File: src/rtl/energy_tracker_pkg.sv
// rtl/energy_tracker_pkg.sv - shared types and default widths for the energy best tracker
package energy_tracker_pkg;

  localparam int DATASPIN         = 256;
  localparam int ENERGY_TOTAL_BIT = 32;
  localparam int STALL_CNT_BIT    = 16;
  localparam int INDEX_BIT        = 32;

  typedef enum logic [1:0] {
    IDLE,
    TRACK,
    DONE
  } tracker_state_e;

endpackage

File: src/rtl/energy_best_tracker.sv
// rtl/energy_best_tracker.sv - keeps the minimum-energy sample and its spin vector, flags convergence
module energy_best_tracker
  import energy_tracker_pkg::*;
#(
  parameter int DATASPIN         = energy_tracker_pkg::DATASPIN,
  parameter int ENERGY_TOTAL_BIT = energy_tracker_pkg::ENERGY_TOTAL_BIT,
  parameter int STALL_CNT_BIT    = energy_tracker_pkg::STALL_CNT_BIT,
  parameter int INDEX_BIT        = energy_tracker_pkg::INDEX_BIT
) (
  input  logic                        clk_i,
  input  logic                        rst_ni,
  input  logic                        en_i,
  input  logic                        clear_i,
  input  logic [STALL_CNT_BIT-1:0]    stall_limit_i,
  input  logic                        energy_valid_i,
  output logic                        energy_ready_o,
  input  logic [ENERGY_TOTAL_BIT-1:0] energy_i,
  input  logic [DATASPIN-1:0]         spin_i,
  output logic                        best_valid_o,
  output logic [ENERGY_TOTAL_BIT-1:0] best_energy_o,
  output logic [DATASPIN-1:0]         best_spin_o,
  output logic [INDEX_BIT-1:0]        best_index_o,
  output logic [INDEX_BIT-1:0]        sample_count_o,
  output logic                        count_overflow_o,
  output logic                        result_valid_o,
  input  logic                        result_ready_i
);

  tracker_state_e r_state, w_state_nxt;

  logic                        r_best_valid;
  logic [ENERGY_TOTAL_BIT-1:0] r_best_energy;
  logic [DATASPIN-1:0]         r_best_spin;
  logic [INDEX_BIT-1:0]        r_best_index;
  logic [INDEX_BIT-1:0]        r_sample_count;
  logic                        r_count_overflow;
  logic [STALL_CNT_BIT-1:0]    r_stall_count;

  logic                        w_accept;
  logic                        w_improve;
  logic                        w_converge;
  logic                        w_restart;
  logic [STALL_CNT_BIT-1:0]    w_stall_nxt;

  assign energy_ready_o = (r_state == TRACK) && en_i && !clear_i;
  assign w_accept       = energy_ready_o && energy_valid_i;
  assign w_improve      = !r_best_valid || ($signed(energy_i) < $signed(r_best_energy));
  // Results stay visible in IDLE and are wiped only on the way back into TRACK.
  assign w_restart      = clear_i || ((r_state == IDLE) && en_i);

  always_comb begin
    w_stall_nxt = r_stall_count;
    if (w_improve) begin
      w_stall_nxt = '0;
    end else if (!(&r_stall_count)) begin
      w_stall_nxt = r_stall_count + 1'b1;
    end
  end

  assign w_converge = w_accept && (stall_limit_i != '0) && (w_stall_nxt == stall_limit_i);

  always_ff @(posedge clk_i or negedge rst_ni) begin
    if (!rst_ni) begin
      r_state <= IDLE;
    end else begin
      r_state <= w_state_nxt;
    end
  end

  always_comb begin
    w_state_nxt = r_state;
    if (clear_i) begin
      w_state_nxt = IDLE;
    end else begin
      case (r_state)
        IDLE:    if (en_i)           w_state_nxt = TRACK;
        TRACK:   if (w_converge)     w_state_nxt = DONE;
        DONE:    if (result_ready_i) w_state_nxt = IDLE;
        default:                     w_state_nxt = IDLE;
      endcase
    end
  end

  always_ff @(posedge clk_i or negedge rst_ni) begin
    if (!rst_ni) begin
      r_best_valid     <= 1'b0;
      r_best_energy    <= '0;
      r_best_spin      <= '0;
      r_best_index     <= '0;
      r_sample_count   <= '0;
      r_count_overflow <= 1'b0;
      r_stall_count    <= '0;
    end else if (w_restart) begin
      r_best_valid     <= 1'b0;
      r_best_energy    <= '0;
      r_best_spin      <= '0;
      r_best_index     <= '0;
      r_sample_count   <= '0;
      r_count_overflow <= 1'b0;
      r_stall_count    <= '0;
    end else if (w_accept) begin
      if (&r_sample_count) begin
        r_count_overflow <= 1'b1;
      end else begin
        r_sample_count <= r_sample_count + 1'b1;
      end
      r_stall_count <= w_stall_nxt;
      if (w_improve) begin
        r_best_valid  <= 1'b1;
        r_best_energy <= energy_i;
        r_best_spin   <= spin_i;
        r_best_index  <= r_sample_count;
      end
    end
  end

  assign best_valid_o     = r_best_valid;
  assign best_energy_o    = r_best_energy;
  assign best_spin_o      = r_best_spin;
  assign best_index_o     = r_best_index;
  assign sample_count_o   = r_sample_count;
  assign count_overflow_o = r_count_overflow;
  assign result_valid_o   = (r_state == DONE);

endmodule

File: config.mk
export PLATFORM = sky130hd
export DESIGN_NAME = energy_best_tracker
export DESIGN_NICKNAME = d
export VERILOG_FILES = /design/src/rtl/energy_tracker_pkg.sv /design/src/rtl/energy_best_tracker.sv
export SDC_FILE = /design/constraint.sdc
export NUM_CORES = 1
export LEC_CHECK = 0
export BUFFER_PORTS_ARGS = -buffer_cell sky130_fd_sc_hd__buf_4
export CORE_AREA = 4 4 259 261
export CTS_CLUSTER_DIAMETER = 40
export DETAILED_ROUTE_END_ITERATION = 8
export DIE_AREA = 0 0 263 265
export PLACE_DENSITY_LB_ADDON = 0.1
export REMOVE_ABC_BUFFERS = 1
export SYNTH_ARGS = -nofsm -noshare
export SYNTH_HDL_FRONTEND = slang
export SYNTH_SLANG_ARGS = --single-unit
File: constraint.sdc
create_clock -name clk_i -period 2.8 [get_ports clk_i]
set_clock_uncertainty 0.15 [all_clocks]
set_input_delay 0.42 -clock clk_i [delete_from_list [all_inputs] [get_ports clk_i]]
set_output_delay 0.42 -clock clk_i [all_outputs]
set_load 0.01 [all_outputs]
==> results of run 1 <==
==> worst max-delay path, stage by stage (launching register included) <==
cell and delay (ps):
dfrtp_1 370, inv_2 70, ha_4 280, nand2_4 60, nor3_4 170, a21oi_2 100, o41ai_4 390, a31oi_4 170
buf_6 150, or3_1 340, a32oi_1 180, o2111ai_1 180, nor4_2 350, o21ba_1 160
==> worst max-delay path by stage <==
stage,startpoint,end
after floorplan,best_energy_o[30],best_spin_o[0]
final,best_energy_o[7],r_state[1]
after global placement,energy_i[7],r_state[1]
after global routing,best_energy_o[7],best_spin_o[58]
after CTS,best_energy_o[7],best_energy_o[7]
after detailed placement,energy_i[21],best_spin_o[78]
==> layer usage <==
| layer | vias to the layer above | track usage, % | part of all wire [%] |
|---|---|---|---|
| met5 | - | 0 | 0 |
| met4 | 0 | 8.24 | 3.7 |
| met3 | 138 | 5.22 | 6.4 |
| met2 | 578 | 33.6 | 51 |
| met1 | 8417 | 22.9 | 39 |
| li1 | 8484 | - | - |
==> per-stage QoR <==
step | util, % | cell area [sq um]
6_report | 47.6 | 30700
5_1_grt | 47.6 | 30700
4_1_cts | 46.1 | 29700
3_5_place_dp | 36.8 | 23700
3_3_place_gp | 36.8 | 23700
2_1_floorplan | - | 16000
==> registers in the layout, summed over array words and instances, names as in the netlist <==
name,cells
best_spin_o,256
best_energy_o,32
best_index_o,32
sample_count_o,32
r_stall_count,16
r_state,2
best_valid_o,1
count_overflow_o,1
==> repair_timing <==
item / CTS / global route
pin swaps: 16 / 22
endpoints found under the hold margin: 339 / 0
endpoints found under the setup margin: 338 / 353
gates resized for setup: 58 / 160
hold buffers: 292 / 0
buffers inserted: 6 / 9
gates cloned: 3 / 19
==> placed cells by master (no fill, tap or decap), types with 14 or more instances in the layout <==
cell type	netlist	layout
nand3_1	18	17
xor2_1	17	17
a21oi_1	28	24
clkbuf_16	0	92
o21ai_0	180	114
nor2_1	62	59
o31ai_1	36	14
inv_1	41	35
xnor2_1	15	15
buf_12	0	20
o31ai_2	0	18
buf_4	11	827
nand2_2	0	23
ha_1	33	24
o21ai_2	0	26
dfrtp_1	372	372
dlygate4sd3_1	0	292
nand2_1	666	637
o21ai_1	144	183
==> where the power goes <==
group / switching [mW] / leakage, nW / internal, mW
combinational: 0.781 / 7.89 / 0.917
clock: 3.11 / 1.36 / 6.68
sequential: 0.0557 / 5.16 / 5.48
total: 3.94 / 14.4 / 13.1
==> kinds of logic after synthesis <==
logic type,Yosys count
buf+inv,160
xor+xnor,32
compound gates,420
simple gates,829
flops,372
mux,7
fa+ha+maj,33
==> layout make-up <==
| type | instances | area [sq um] | area share, % |
|---|---|---|---|
| diodes | 4 | 10.0 | 0.0326 |
| clock buffers | 104 | 2220 | 7.25 |
| clock inverters | 41 | 558 | 1.82 |
| inverters | 41 | 154 | 0.502 |
| multi-input cells | 1322 | 7080 | 23.1 |
| flip-flops and latches | 372 | 9310 | 30.3 |
| well taps | 855 | 1070 | 3.49 |
| repair buffers | 1177 | 10300 | 33.5 |
==> results.json, run 1 <==
{
  "status": "finished with violations",
  "violations": "setup timing",
  "ys_ff_latch": 372,
  "period_share_pct": 114,
  "syn-cell-area_sq_um": 16700,
  "yosysTopAreaCell": "dfrtp_1",
  "ff2ff_path_depth": 13,
  "fin_setup_tns_ps": -105030,
  "vias": 17600,
  "hold_path.startpoint": "stall_limit_i[10]",
  "io_pins": 666,
  "grt_pass1_wl_um": 107000,
  "finalMaxSlewViolations": 0,
  "rsz0062_at_grt": "yes",
  "grt_start_max_net_pins": 70,
  "antenna_found_initial": 4,
  "drt_iter0_drc": 981,
  "dpl.hpwl_um": 51400,
  "holdPathEnd": "r_state[1]",
  "synth-edff-count": 0,
  "post-route-min-period_ps": 3200,
  "grt_pass1_vias": 18200,
  "port_buffers": 665,
  "critPathArrivalTime_ps": 3560,
  "max_cap_viol_count": 0,
  "clock-root-buffer": "clkbuf_16",
  "drc": 0,
  "routed_wl_um": 73300,
  "r2r_slack_ps": -400,
  "start_kind": "flip-flop",
  "clock_sink_count": 372,
  "seq_area_frac_synth_pct": 55.9,
  "hold_class": "in -> reg",
  "rr_endpoint": "r_state[1]",
  "die_area_sq_um": 69700,
  "placed_cells": 3438,
  "vdd.ir_drop.worst_mv": 0.376,
  "nFillCells": 6150,
  "row_count": 93,
  "syn_avg_cell_area_sq_um": 8.99,
  "p_leak_nw": 14.4,
  "grt_overflow_total": 0,
  "synthAdderAreaFrac_pct": 2.48,
  "syn2layout_area_growth_pct": 84.1,
  "ant_nets": 0,
  "synthDistinctLibCells": 60,
  "insertion_delay_ps": 590,
  "ys.flop_type": "dfrtp_1",
  "tightest_slew_ps": 930,
  "dieWidth_um": 263,
  "gp_congestion": 0.850,
  "synthSimpleGateAreaFrac_pct": 20.6,
  "cts_max_level": 3,
  "setup_viol": 338,
  "required_ps": 3170,
  "post_drt_wl_per_cell_um": 18.7,
  "layout.cells.non_filler": 3916,
  "die_h_um": 265,
  "whs_ps": 202,
  "crit_type": "reg -> reg",
  "cts_tree": "built",
  "finalHoldViolCount": 0,
  "synth_compound_area_share_pct": 13.8,
  "timing.final.ws_setup_ps": -398,
  "synth_top_area_share_pct": 55.9,
  "async_flop_share_pct": 100,
  "cts_buffer_depth": 3,
  "final_layout_size_suffix_gt1_share_pct": 37.4,
  "slew_headroom_pct": 38.0,
  "r2r_start": "best_energy_o[7]",
  "coreArea_sq_um": 64500,
  "drt-vias-per-instance": 4.50,
  "synthCells": 1853,
  "p_total_mw": 17.0,
  "drtPass1Iterations": 5,
  "yosysWarnings": 0,
  "power_density_nw_per_um2": 555,
  "nets": 3336,
  "synthMuxAreaShare_pct": 0.466,
  "synthXorXnorAreaFrac_pct": 1.68,
  "end_kind": "flip-flop",
  "ys_top_cells_by_count": "nand2_1 (666), dfrtp_1 (372), o21ai_0 (180), o21ai_1 (144), clkbuf_1 (71)",
  "grt_util_all_layers_pct": 19.4,
  "yosys-top-cells-area": "dfrtp_1 (56%), nand2_1 (15%), o21ai_0 (5.4%), o21ai_1 (4.3%), ha_1 (2.5%)",
  "min_delay_path_depth": 5,
  "start_util_pct": 25.8,
  "yosysMostFrequentCell": "nand2_1",
  "worstPathMaxFanout": 3,
  "cts_made_buffers": 79,
  "dp_slack_ps": -656,
  "cts.clk_slew.worst_paths_ps": 50,
  "fmax_mhz": 313,
  "synth_top_family_by_area": "simple AND/OR/NAND/NOR gates"
}
Power figures use the tool's default switching activity.
==> inputs of run 2 (changes only) <==
--- a/config.mk
+++ b/config.mk
@@ -10,7 +10,7 @@
 export CTS_CLUSTER_DIAMETER = 40
 export DETAILED_ROUTE_END_ITERATION = 8
 export DIE_AREA = 0 0 263 265
-export PLACE_DENSITY_LB_ADDON = 0.1
+export PLACE_DENSITY = 0.58
 export REMOVE_ABC_BUFFERS = 1
 export SYNTH_ARGS = -nofsm -noshare
 export SYNTH_HDL_FRONTEND = slang
==> results.json, run 2 (synthesis gave the netlist of run 1 again) <==
{
  "crit_chain": "inv_2, ha_4, nand4_1, nor4_4, nand2_1, nand3_2, a31oi_4, buf_6, buf_6, or3_1, a32oi_2, o2111ai_2, nor4_2, o21ba_1",
  "fin_setup_tns_ps": -99700,
  "vdd.ir_drop.worst_mv": 0.391,
  "clock_sink_count": 372,
  "drtPass1Iterations": 5,
  "post-route-min-period_ps": 3200,
  "rsz0062_at_grt": "yes",
  "slew_headroom_pct": 25.3,
  "post_drt_wl_per_cell_um": 20.8,
  "slowest_stage": "dfrtp_1",
  "dieWidth_um": 263,
  "p_leak_nw": 16.1,
  "tightest_slew_ps": 1120,
  "max_cap_viol_count": 0,
  "cts_tree": "built",
  "grt_pass1_vias": 19800,
  "cts.clk_slew.worst_paths_ps": 50,
  "grt_start_max_net_pins": 72,
  "antenna_found_initial": 4,
  "whs_ps": 200,
  "violations": "setup timing",
  "hold_class": "in -> reg",
  "drt_iter0_drc": 1376,
  "syn2layout_area_growth_pct": 102,
  "clock-root-buffer": "clkbuf_16",
  "io_pins": 666,
  "dpl.hpwl_um": 46500,
  "fmax_mhz": 313,
  "r2r_slack_ps": -400,
  "port_buffers": 665,
  "final_cell_mix": "buf_4 (816), nand2_1 (483), dfrtp_1 (372)",
  "cpMostUsedCell": "buf_6",
  "crit_type": "reg -> reg",
  "critPathArrivalTime_ps": 3560,
  "coreArea_sq_um": 64500,
  "status": "finished with violations",
  "drt-vias-per-instance": 4.88,
  "row_count": 93,
  "cts_made_buffers": 74,
  "rr_endpoint": "r_state[1]",
  "final_layout_size_suffix_gt1_share_pct": 47.1,
  "worstPathMaxFanout": 2,
  "cts_buffer_depth": 3,
  "die_area_sq_um": 69700,
  "required_ps": 3160,
  "hold_path.startpoint": "energy_valid_i",
  "finalMaxSlewViolations": 0,
  "die_h_um": 265,
  "r2r_start": "best_energy_o[24]",
  "grt_pass1_wl_um": 115000,
  "drc": 0,
  "grt_overflow_total": 0,
  "timing.final.ws_setup_ps": -400,
  "ant_nets": 0,
  "insertion_delay_ps": 580,
  "final_common_cell": "buf_4",
  "cts_max_level": 3,
  "min_delay_path_depth": 4,
  "ff2ff_path_depth": 14,
  "setup_viol": 340,
  "gp_congestion": 0.893,
  "routed_wl_um": 82300,
  "period_share_pct": 114,
  "cpPeakStageDelay_ps": 360,
  "vias": 19300,
  "holdPathEnd": "r_stall_count[11]",
  "start_util_pct": 25.8,
  "end_kind": "flip-flop",
  "start_kind": "flip-flop",
  "power_density_nw_per_um2": 505,
  "finalHoldViolCount": 0,
  "largest_reg_flops": 256,
  "grt_util_all_layers_pct": 20.5,
  "nets": 3391
}
run 2: stage by stage:
stage          instance area, sq um  util, %  worst slack, ps  power (mW)  cells
4_1_cts                       31800     49.3             -269        16.9   3922
3_5_place_dp                  23600     36.5             -578        6.82   3429
6_report                      33600     52.1             -400        17.0   3962
3_3_place_gp                  23600     36.5             -528        6.80   3429
2_1_floorplan                 16000        -           -10540        5.99   1734
5_1_grt                       33600     52.1             -532        17.5   3962
run 2: power breakdown:
part	total [mW]	leakage [nW]	switching (mW)	internal (mW)
registers	5.54	5.16	0.0651	5.48
logic	2.00	9.66	0.940	1.05
clock network	9.44	1.26	3.11	6.33
total	17.0	16.1	4.12	12.9
run 2: area by class of cell:
type	instances	area (sq um)
diodes	4	10.0
clock buffers	89	2010
clock inverters	42	636
fillers	5232	30900
inverters	41	154
multi-input cells	1322	8510
flip-flops and latches	372	9310
well taps	855	1070
repair buffers	1237	11900
run 2: repair_timing:
| action | CTS | global route |
|---|---|---|
| pin swaps | 125 | 129 |
| hold buffers | 292 | 0 |
| endpoints found under the setup margin | 336 | 348 |
| cloned | 46 | 29 |
| gates resized for setup | 384 | 361 |
| hold endpoints to repair | 336 | 0 |
| setup buffers | 25 | 14 |
run 2: metal layers:
metal	track usage, %	up-vias	routed length [um]	part of all wire [%]
li1	-	8619	-	-
met1	23.8	9442	30600	37
met2	35.1	937	41300	50
met3	4.83	329	5310	6.5
met4	11.4	0	5050	6.1
met5	0	-	0	0
run 2: critical path, delay by kind of cell (launching register included):
family,cells,cell delay (ps)
buffers and inverters,3,340
flip-flops,1,360
AO/OA/AOI/OAI,4,630
AND/OR/NAND/NOR,6,1410
adder cells (fa/ha/maj),1,270
run 2: worst max path at each step:
stage | startpoint | end | slack (ps) | cells after the start
floorplan | best_energy_o[30] | best_spin_o[0] | -10540 | 10
global placement | energy_i[2] | r_state[1] | -530 | 13
detailed placement | energy_i[2] | best_spin_o[80] | -580 | 13
CTS | best_energy_o[3] | r_state[1] | -270 | 14
global route | best_energy_o[24] | r_state[1] | -530 | 14
finish | best_energy_o[24] | r_state[1] | -400 | 14
